File: src/rtl/serial_bus_pkg.sv
// Shared definitions for the serial master port.
// Holds the handler instruction codes, the engine state encoding and the
// header-length helper used to size the transmit path.
package serial_bus_pkg;

  localparam logic [1:0] INSTR_IDLE  = 2'b00;
  localparam logic [1:0] INSTR_WRITE = 2'b10;
  localparam logic [1:0] INSTR_READ  = 2'b11;

  typedef enum logic [2:0] {
    ST_IDLE,
    ST_HEADER,
    ST_WDATA,
    ST_RWAIT,
    ST_FINISH
  } state_e;

  // Header = 2 instruction bits + address + burst count.
  function automatic int hdr_len(input int addr_len, input int burst_len);
    return 2 + addr_len + burst_len;
  endfunction

endpackage

File: src/rtl/serial_master_port_if.sv
// Handler + serial bus signal bundle for the serial master port.
//   master modport : the port engine (drives done pulses and the bus)
//   slave modport  : the environment (handler requests, slave bus replies)
interface serial_master_port_if #(
  parameter int SLAVE_LEN = 2,
  parameter int ADDR_LEN  = 12,
  parameter int DATA_LEN  = 8,
  parameter int BURST_LEN = 12
);
  // handler side
  logic [1:0]           instruction;
  logic [SLAVE_LEN-1:0] slave_select;
  logic [ADDR_LEN-1:0]  address;
  logic [DATA_LEN-1:0]  data_out;
  logic [BURST_LEN-1:0] burst_num;
  logic [DATA_LEN-1:0]  data_in;
  logic                 tx_done;
  logic                 rx_done;
  logic                 new_rx;
  logic                 trans_done;
  logic                 timeout_err;
  // serial bus side
  logic                 bus_valid;
  logic                 bus_tx;
  logic [SLAVE_LEN-1:0] bus_slave;
  logic                 bus_rx;
  logic                 bus_rx_valid;

  modport master (
    input  instruction, slave_select, address, data_out, burst_num,
           bus_rx, bus_rx_valid,
    output data_in, tx_done, rx_done, new_rx, trans_done, timeout_err,
           bus_valid, bus_tx, bus_slave
  );

  modport slave (
    output instruction, slave_select, address, data_out, burst_num,
           bus_rx, bus_rx_valid,
    input  data_in, tx_done, rx_done, new_rx, trans_done, timeout_err,
           bus_valid, bus_tx, bus_slave
  );
endinterface

File: src/rtl/serial_shift_reg.sv
// Right-shifting register with parallel load and serial shift-in at the MSB.
// Transmit use: load a word, read bit 0, shift each cycle.
// Receive use: shift bits in at the MSB; after WIDTH shifts the first bit
// received sits in bit 0.
//   clk_i, reset_ni : clock, async active-low reset
//   load_i/load_val_i : parallel load (wins over shift)
//   shift_i/sin_i     : shift right, sin_i enters at the MSB
//   q_o               : register contents
module serial_shift_reg #(
  parameter int WIDTH = 8
) (
  input  logic             clk_i,
  input  logic             reset_ni,
  input  logic             load_i,
  input  logic [WIDTH-1:0] load_val_i,
  input  logic             shift_i,
  input  logic             sin_i,
  output logic [WIDTH-1:0] q_o
);
  logic [WIDTH-1:0] sr_q, sr_d;

  always_comb begin
    sr_d = sr_q;
    if (load_i)       sr_d = load_val_i;
    else if (shift_i) sr_d = {sin_i, sr_q[WIDTH-1:1]};
  end

  always_ff @(posedge clk_i or negedge reset_ni) begin
    if (!reset_ni) sr_q <= '0;
    else           sr_q <= sr_d;
  end

  assign q_o = sr_q;
endmodule

File: src/rtl/serial_master_port.sv
// Serial master port: takes one handler instruction (write/read), sends a
// header (instruction, address, burst count, all LSB-first) and then either
// streams write words out or captures read words bit-serially, pulsing the
// done strobes the handler waits on.
//   clk_i, reset_ni : clock, async active-low reset
//   bus             : serial_master_port_if.master (handler fields, done
//                     pulses, data_in, and the serial bus pins)
module serial_master_port
  import serial_bus_pkg::*;
#(
  parameter int SLAVE_LEN = 2,
  parameter int ADDR_LEN  = 12,
  parameter int DATA_LEN  = 8,
  parameter int BURST_LEN = 12,
  parameter int TIMEOUT   = 64
) (
  input logic                  clk_i,
  input logic                  reset_ni,
  serial_master_port_if.master bus
);
  localparam int H   = hdr_len(ADDR_LEN, BURST_LEN);
  localparam int TXW = (H > DATA_LEN) ? H : DATA_LEN;
  localparam int BCW = $clog2(TXW);
  localparam int TOW = $clog2(TIMEOUT + 1);

  state_e               state_q, state_d;
  logic [BCW-1:0]       bit_cnt_q, bit_cnt_d;   // header / data / rx bit index
  logic [BURST_LEN-1:0] words_q, words_d;       // words still to move
  logic [TOW-1:0]       to_cnt_q, to_cnt_d;     // consecutive idle read cycles
  logic                 rd_q, rd_d;
  logic [SLAVE_LEN-1:0] slave_q, slave_d;
  logic [DATA_LEN-1:0]  data_in_q, data_in_d;
  logic                 rx_pulse_q, rx_pulse_d;
  logic                 rd_end_q, rd_end_d;
  logic                 to_err_q, to_err_d;

  logic                 tx_load, tx_shift, tx_bit, valid, tx_done, wr_end;
  logic [TXW-1:0]       tx_load_val, tx_q;
  logic [DATA_LEN-1:0]  rx_q;
  logic                 rx_shift;

  serial_shift_reg #(.WIDTH(TXW)) u_tx (
    .clk_i(clk_i), .reset_ni(reset_ni), .load_i(tx_load), .load_val_i(tx_load_val),
    .shift_i(tx_shift), .sin_i(1'b0), .q_o(tx_q)
  );

  serial_shift_reg #(.WIDTH(DATA_LEN)) u_rx (
    .clk_i(clk_i), .reset_ni(reset_ni), .load_i(1'b0), .load_val_i('0),
    .shift_i(rx_shift), .sin_i(bus.bus_rx), .q_o(rx_q)
  );

  assign rx_shift = (state_q == ST_RWAIT) && bus.bus_rx_valid;

  always_comb begin
    state_d     = state_q;
    bit_cnt_d   = bit_cnt_q;
    words_d     = words_q;
    to_cnt_d    = to_cnt_q;
    rd_d        = rd_q;
    slave_d     = slave_q;
    data_in_d   = data_in_q;
    rx_pulse_d  = 1'b0;
    rd_end_d    = 1'b0;
    to_err_d    = 1'b0;
    tx_load     = 1'b0;
    tx_load_val = '0;
    tx_shift    = 1'b0;
    tx_bit      = 1'b0;
    valid       = 1'b0;
    tx_done     = 1'b0;
    wr_end      = 1'b0;
    unique case (state_q)
      ST_IDLE: begin
        if (bus.instruction == INSTR_WRITE || bus.instruction == INSTR_READ) begin
          state_d     = ST_HEADER;
          bit_cnt_d   = '0;
          rd_d        = (bus.instruction == INSTR_READ);
          slave_d     = bus.slave_select;
          words_d     = (bus.burst_num == '0) ? BURST_LEN'(1) : bus.burst_num;
          tx_load     = 1'b1;
          // bit 0 goes out first, so instruction[1] lands at the LSB
          tx_load_val = TXW'({bus.burst_num, bus.address,
                              bus.instruction[0], bus.instruction[1]});
        end
      end
      ST_HEADER: begin
        valid    = 1'b1;
        tx_bit   = tx_q[0];
        tx_shift = 1'b1;
        if (bit_cnt_q == BCW'(H - 1)) begin
          bit_cnt_d = '0;
          to_cnt_d  = '0;
          state_d   = rd_q ? ST_RWAIT : ST_WDATA;
        end else begin
          bit_cnt_d = bit_cnt_q + BCW'(1);
        end
      end
      ST_WDATA: begin
        valid = 1'b1;
        // The handler refreshes data_out after seeing tx_done, so the word is
        // taken live on its first bit and the remainder parked in the shifter.
        if (bit_cnt_q == '0) begin
          tx_bit      = bus.data_out[0];
          tx_load     = 1'b1;
          tx_load_val = TXW'(bus.data_out >> 1);
        end else begin
          tx_bit   = tx_q[0];
          tx_shift = 1'b1;
        end
        if (bit_cnt_q == BCW'(DATA_LEN - 1)) begin
          tx_done   = 1'b1;
          bit_cnt_d = '0;
          if (words_q == BURST_LEN'(1)) begin
            wr_end  = 1'b1;
            state_d = ST_FINISH;
          end else begin
            words_d = words_q - BURST_LEN'(1);
          end
        end else begin
          bit_cnt_d = bit_cnt_q + BCW'(1);
        end
      end
      ST_RWAIT: begin
        if (bus.bus_rx_valid) begin
          to_cnt_d = '0;
          if (bit_cnt_q == BCW'(DATA_LEN - 1)) begin
            data_in_d  = {bus.bus_rx, rx_q[DATA_LEN-1:1]};
            rx_pulse_d = 1'b1;
            bit_cnt_d  = '0;
            if (words_q == BURST_LEN'(1)) begin
              rd_end_d = 1'b1;
              state_d  = ST_FINISH;
            end else begin
              words_d = words_q - BURST_LEN'(1);
            end
          end else begin
            bit_cnt_d = bit_cnt_q + BCW'(1);
          end
        end else if (to_cnt_q == TOW'(TIMEOUT - 1)) begin
          // slave went quiet: hand back all-ones and close the transaction
          data_in_d  = '1;
          rx_pulse_d = 1'b1;
          rd_end_d   = 1'b1;
          to_err_d   = 1'b1;
          state_d    = ST_FINISH;
        end else begin
          to_cnt_d = to_cnt_q + TOW'(1);
        end
      end
      ST_FINISH: begin
        // hold until the handler drops its instruction, so a stale one
        // cannot start a second transaction
        if (bus.instruction == INSTR_IDLE) state_d = ST_IDLE;
      end
      default: state_d = ST_IDLE;
    endcase
  end

  always_ff @(posedge clk_i or negedge reset_ni) begin
    if (!reset_ni) begin
      state_q    <= ST_IDLE;
      bit_cnt_q  <= '0;
      words_q    <= '0;
      to_cnt_q   <= '0;
      rd_q       <= 1'b0;
      slave_q    <= '0;
      data_in_q  <= '0;
      rx_pulse_q <= 1'b0;
      rd_end_q   <= 1'b0;
      to_err_q   <= 1'b0;
    end else begin
      state_q    <= state_d;
      bit_cnt_q  <= bit_cnt_d;
      words_q    <= words_d;
      to_cnt_q   <= to_cnt_d;
      rd_q       <= rd_d;
      slave_q    <= slave_d;
      data_in_q  <= data_in_d;
      rx_pulse_q <= rx_pulse_d;
      rd_end_q   <= rd_end_d;
      to_err_q   <= to_err_d;
    end
  end

  // Write-side strobes are combinational on the last bit; read-side strobes
  // are registered so they coincide with the data_in update.
  assign bus.bus_valid   = valid;
  assign bus.bus_tx      = valid & tx_bit;
  assign bus.bus_slave   = slave_q;
  assign bus.tx_done     = tx_done;
  assign bus.rx_done     = rx_pulse_q;
  assign bus.new_rx      = rx_pulse_q;
  assign bus.trans_done  = wr_end | rd_end_q;
  assign bus.timeout_err = to_err_q;
  assign bus.data_in     = data_in_q;

  logic unused_bits;
  assign unused_bits = ^{tx_q[TXW-1:1], rx_q[0]};
endmodule

File: src/flat_wrapper.sv
// flat-port wrapper written by rule: the top's interface ports become plain ports
module serial_master_port_flat import serial_bus_pkg::*;
#(
  parameter int SLAVE_LEN = 2,
  parameter int ADDR_LEN  = 12,
  parameter int DATA_LEN  = 8,
  parameter int BURST_LEN = 12,
  parameter int TIMEOUT   = 64
)
  (clk_i, reset_ni, bus_instruction, bus_slave_select, bus_address, bus_data_out, bus_burst_num, bus_bus_rx, bus_bus_rx_valid, bus_data_in, bus_tx_done, bus_rx_done, bus_new_rx, bus_trans_done, bus_timeout_err, bus_bus_valid, bus_bus_tx, bus_bus_slave);
  serial_master_port_if #(.SLAVE_LEN(SLAVE_LEN), .ADDR_LEN(ADDR_LEN), .DATA_LEN(DATA_LEN), .BURST_LEN(BURST_LEN)) bus_i ();
  input logic clk_i;
  input logic reset_ni;
  input wire logic [$bits(bus_i.instruction)-1:0] bus_instruction;
  input wire logic [$bits(bus_i.slave_select)-1:0] bus_slave_select;
  input wire logic [$bits(bus_i.address)-1:0] bus_address;
  input wire logic [$bits(bus_i.data_out)-1:0] bus_data_out;
  input wire logic [$bits(bus_i.burst_num)-1:0] bus_burst_num;
  input wire logic [$bits(bus_i.bus_rx)-1:0] bus_bus_rx;
  input wire logic [$bits(bus_i.bus_rx_valid)-1:0] bus_bus_rx_valid;
  output wire logic [$bits(bus_i.data_in)-1:0] bus_data_in;
  output wire logic [$bits(bus_i.tx_done)-1:0] bus_tx_done;
  output wire logic [$bits(bus_i.rx_done)-1:0] bus_rx_done;
  output wire logic [$bits(bus_i.new_rx)-1:0] bus_new_rx;
  output wire logic [$bits(bus_i.trans_done)-1:0] bus_trans_done;
  output wire logic [$bits(bus_i.timeout_err)-1:0] bus_timeout_err;
  output wire logic [$bits(bus_i.bus_valid)-1:0] bus_bus_valid;
  output wire logic [$bits(bus_i.bus_tx)-1:0] bus_bus_tx;
  output wire logic [$bits(bus_i.bus_slave)-1:0] bus_bus_slave;
  assign bus_i.instruction = bus_instruction;
  assign bus_i.slave_select = bus_slave_select;
  assign bus_i.address = bus_address;
  assign bus_i.data_out = bus_data_out;
  assign bus_i.burst_num = bus_burst_num;
  assign bus_i.bus_rx = bus_bus_rx;
  assign bus_i.bus_rx_valid = bus_bus_rx_valid;
  assign bus_data_in = bus_i.data_in;
  assign bus_tx_done = bus_i.tx_done;
  assign bus_rx_done = bus_i.rx_done;
  assign bus_new_rx = bus_i.new_rx;
  assign bus_trans_done = bus_i.trans_done;
  assign bus_timeout_err = bus_i.timeout_err;
  assign bus_bus_valid = bus_i.bus_valid;
  assign bus_bus_tx = bus_i.bus_tx;
  assign bus_bus_slave = bus_i.bus_slave;
  serial_master_port #(.SLAVE_LEN(SLAVE_LEN), .ADDR_LEN(ADDR_LEN), .DATA_LEN(DATA_LEN), .BURST_LEN(BURST_LEN), .TIMEOUT(TIMEOUT)) u_core (.clk_i(clk_i), .reset_ni(reset_ni), .bus(bus_i));
endmodule
File: config.mk
export PLATFORM = sky130hd
export DESIGN_NAME = serial_master_port_flat
export DESIGN_NICKNAME = d
export VERILOG_FILES = /design/src/rtl/serial_bus_pkg.sv /design/src/rtl/serial_master_port_if.sv /design/src/rtl/serial_shift_reg.sv /design/src/rtl/serial_master_port.sv /design/src/flat_wrapper.sv
export SDC_FILE = /design/constraint.sdc
export NUM_CORES = 1
export LEC_CHECK = 0
export ABC_AREA = 1
export CAP_MARGIN = 15
export CORE_UTILIZATION = 50
export CTS_BUF_LIST = sky130_fd_sc_hd__clkbuf_8 sky130_fd_sc_hd__clkbuf_16
export CTS_CLUSTER_DIAMETER = 80
export DETAILED_ROUTE_END_ITERATION = 12
export GPL_TIMING_DRIVEN = 1
export PLACE_DENSITY = 0.82
export SLEW_MARGIN = 20
export SYNTH_ARGS = -nofsm -noshare
export SYNTH_HDL_FRONTEND = slang
export SYNTH_HIERARCHICAL = 1
export SYNTH_SLANG_ARGS = --single-unit
File: constraint.sdc
create_clock -name clk_i -period 2.5 [get_ports clk_i]
set_clock_uncertainty 0.15 [all_clocks]
set_input_delay 0.5 -clock clk_i [delete_from_list [all_inputs] [get_ports clk_i]]
set_output_delay 0.5 -clock clk_i [all_outputs]
set_load 0.005 [all_outputs]
==> impl_results.md <==
* Initial drt markers at around 230
* H-tree levels at 3
* Worst r2r dst: u_core/u_tx/q_o[5]
* Initial Util at 0.5221
* WL final at about 11,000 um
* Vias at ~4,200
* Non-Filler Instances at just under 800
* P per Cell Area at approximately 1100 nW/um^2
* Hold-fix buffers, CTS at 0
* Dpl cells at 761
* CTS Sinks at 74
* Hold WS at roughly 0.0065 ns
* Worst Hold Class: in -> async
* Root Buffer: clkbuf_8
* Clock-pin slew on the worst setup and hold paths at about 0.090 ns
* Die X-Extent at 95.32 um
* LEAKAGE at about 2.6 nW
* Num rows at 33
* Critical Path AT at around 1.8 ns
* Post-route ant nets at 0
* Largest net degree at the start of global routing at 75
* Final core utilization at 0.6337
* Total grt overflow at 0
* Total track usage at 0.2467
* Mapped Cells at 596
* IO Pins at 57
* RSZ-0062 raised after global routing: yes
* Die Y at 95.32 um
* Synth-to-Final Area Change at 21.38%
* VDD IR max at between 0.0006 and 0.0007 V
* Crit path required time at between 1.5 and 2 ns
* Syn Std Cell Area at ~4400 um^2
* Slew Viols, Final at 0
* Total power at 5.726 mW
* Worst Setup Start Kind: register
* Final Cycle Share at 0.9594
* Crit Path Class: reg -> out
* Final HPWL DP at 7544 um
* R2R Path Start: u_core/state_q[1]
* Setup violations, final at 0
* Clock buffer depth at 2
* Wire per inst at ~14 um
* Fmax at ~420 MHz
* Run status: complete, no violations
* Number of max-cap violations at 0
* I/O Buffers at 56
* CTS tree: built
* RePlAce Congestion at about 0.88
* CTS Buf Count at 9
* First-pass GRT wire length at ~18,000 um
* Pre-antenna DRT Iters at 5
* R2r setup slk at 0.21 ns
* Core footprint at approximately 8300 um^2
* Reg2reg path depth at 8
* Crit Path Max Fanout at 5
* Vias per cell at roughly 5.4
* DIE AREA at slightly above 9000 um^2
* Final hold violations at 0
* Post-route DRC violation count at 0
* ANT cells at 0
* Vias in the first global route at 3,887
* Yosys warnings at 6
* Setup crit end kind: primary output
* Post-layout min period at ~2.4 ns
* Fraction of layout cells with a size suffix above 1 at 0.1257
* Clk_lat worst skew at approximately 0.36 ns
* Synthesized area per cell at 7.306 um^2
* Initial antenna violation count at 0
* Nets@finish at around 720
[registers in the layout (all words and copies together) (netlist names), 2 cells and up]
register and flops:
u_core/bus.data_in 8, u_core/bus.bus_slave 2, u_core/to_cnt_q 7, u_core/u_rx/q_o 7, u_core/u_tx/q_o 26, u_core/words_q 12
u_core/bit_cnt_q 5, u_core/state_q 3
[layout make-up]
class / instances / area, um^2
clock buffer: 10 / 137.6
sequential: 74 / 1853
fill: 726 / 3055
inverter: 51 / 191.4
multi-input combinational: 457 / 2197
clock inverter: 6 / 48.80
timing repair buffer: 78 / 725.7
tap: 105 / 131.4
[metal layers]
| metal | global-route usage | share of wire | up-vias | wire length (um) |
|---|---|---|---|---|
| met3 | 0.05343 | 0.054 | 15 | 580 |
| met4 | 0.09091 | 0.018 | 0 | 194 |
| met1 | 0.3024 | 0.44 | 2030 | 4669 |
| li1 | - | - | 2055 | - |
| met2 | 0.4238 | 0.49 | 117 | 5269 |
| met5 | 0 | 0 | - | 0 |
[placed cells by master (no fill, tap or decap), types with 2 or more instances in the layout]
cell type / instances
nand2_2: 5
a21boi_0: 2
clkinvlp_4: 3
o21ai_0: 12
nor3_1: 2
o211ai_1: 3
nand3_2: 2
o21ai_2: 11
a21oi_1: 7
nand4_1: 5
o21ai_1: 2
clkdlybuf4s50_1: 52
inv_2: 8
nor2_4: 6
inv_6: 3
inv_1: 43
nand2_1: 197
dfrtp_1: 73
dlygate4sd2_1: 2
nor2_2: 7
nand3_1: 96
conb_1: 9
o21bai_1: 2
buf_4: 21
a32o_1: 5
nor2_1: 68
ha_1: 5
clkbuf_8: 10
[worst max path at each step]
stage	startpoint	end	slack [ns]	cells past startpoint
after detailed placement	u_core/words_q[1]	bus_trans_done	0.10	7
final	u_core/state_q[2]	bus_bus_valid	0.10	6
after floorplan	u_core/state_q[2]	u_core/u_tx/q_o[10]	0.61	10
after global routing	u_core/bit_cnt_q[1]	bus_bus_tx	-0.04	8
after global placement	u_core/words_q[1]	bus_trans_done	0.13	7
after CTS	u_core/words_q[1]	bus_trans_done	0.005	7
[critical path, stage by stage, from the launching register on]
cell             delay, ns
dfrtp_1               0.40
inv_2                 0.09
nand2_1               0.09
nor2_4                0.13
inv_1                 0.10
nand2_1               0.09
clkdlybuf4s50_1       0.50
[stage by stage]
stage	TNS (ns)	instance area, um^2	setup WS, ns
after global routing	-0.03685	5285	-0.03685
after detailed placement	0	5050	0.1039
final	0	5285	0.1014
after CTS	0	5284	0.005045
after global placement	0	5050	0.1270
after floorplan	0	4384	0.6061
[timing repair]
item                       4_1_cts  5_1_grt
gates resized for setup          9        4
hold endpoints to repair         0        0
pin swaps                        2        1
setup endpoints to repair        4        3
setup buffers                    4        0
[power breakdown]
part / internal, mW / leakage (nW) / switching [mW]
sequential: 1.60 / 0.967 / 0.308
combinational: 1.04 / 1.55 / 1.88
clock: 0.398 / 0.0859 / 0.501
total: 3.04 / 2.60 / 2.69
(Power assumes the default switching activity.)
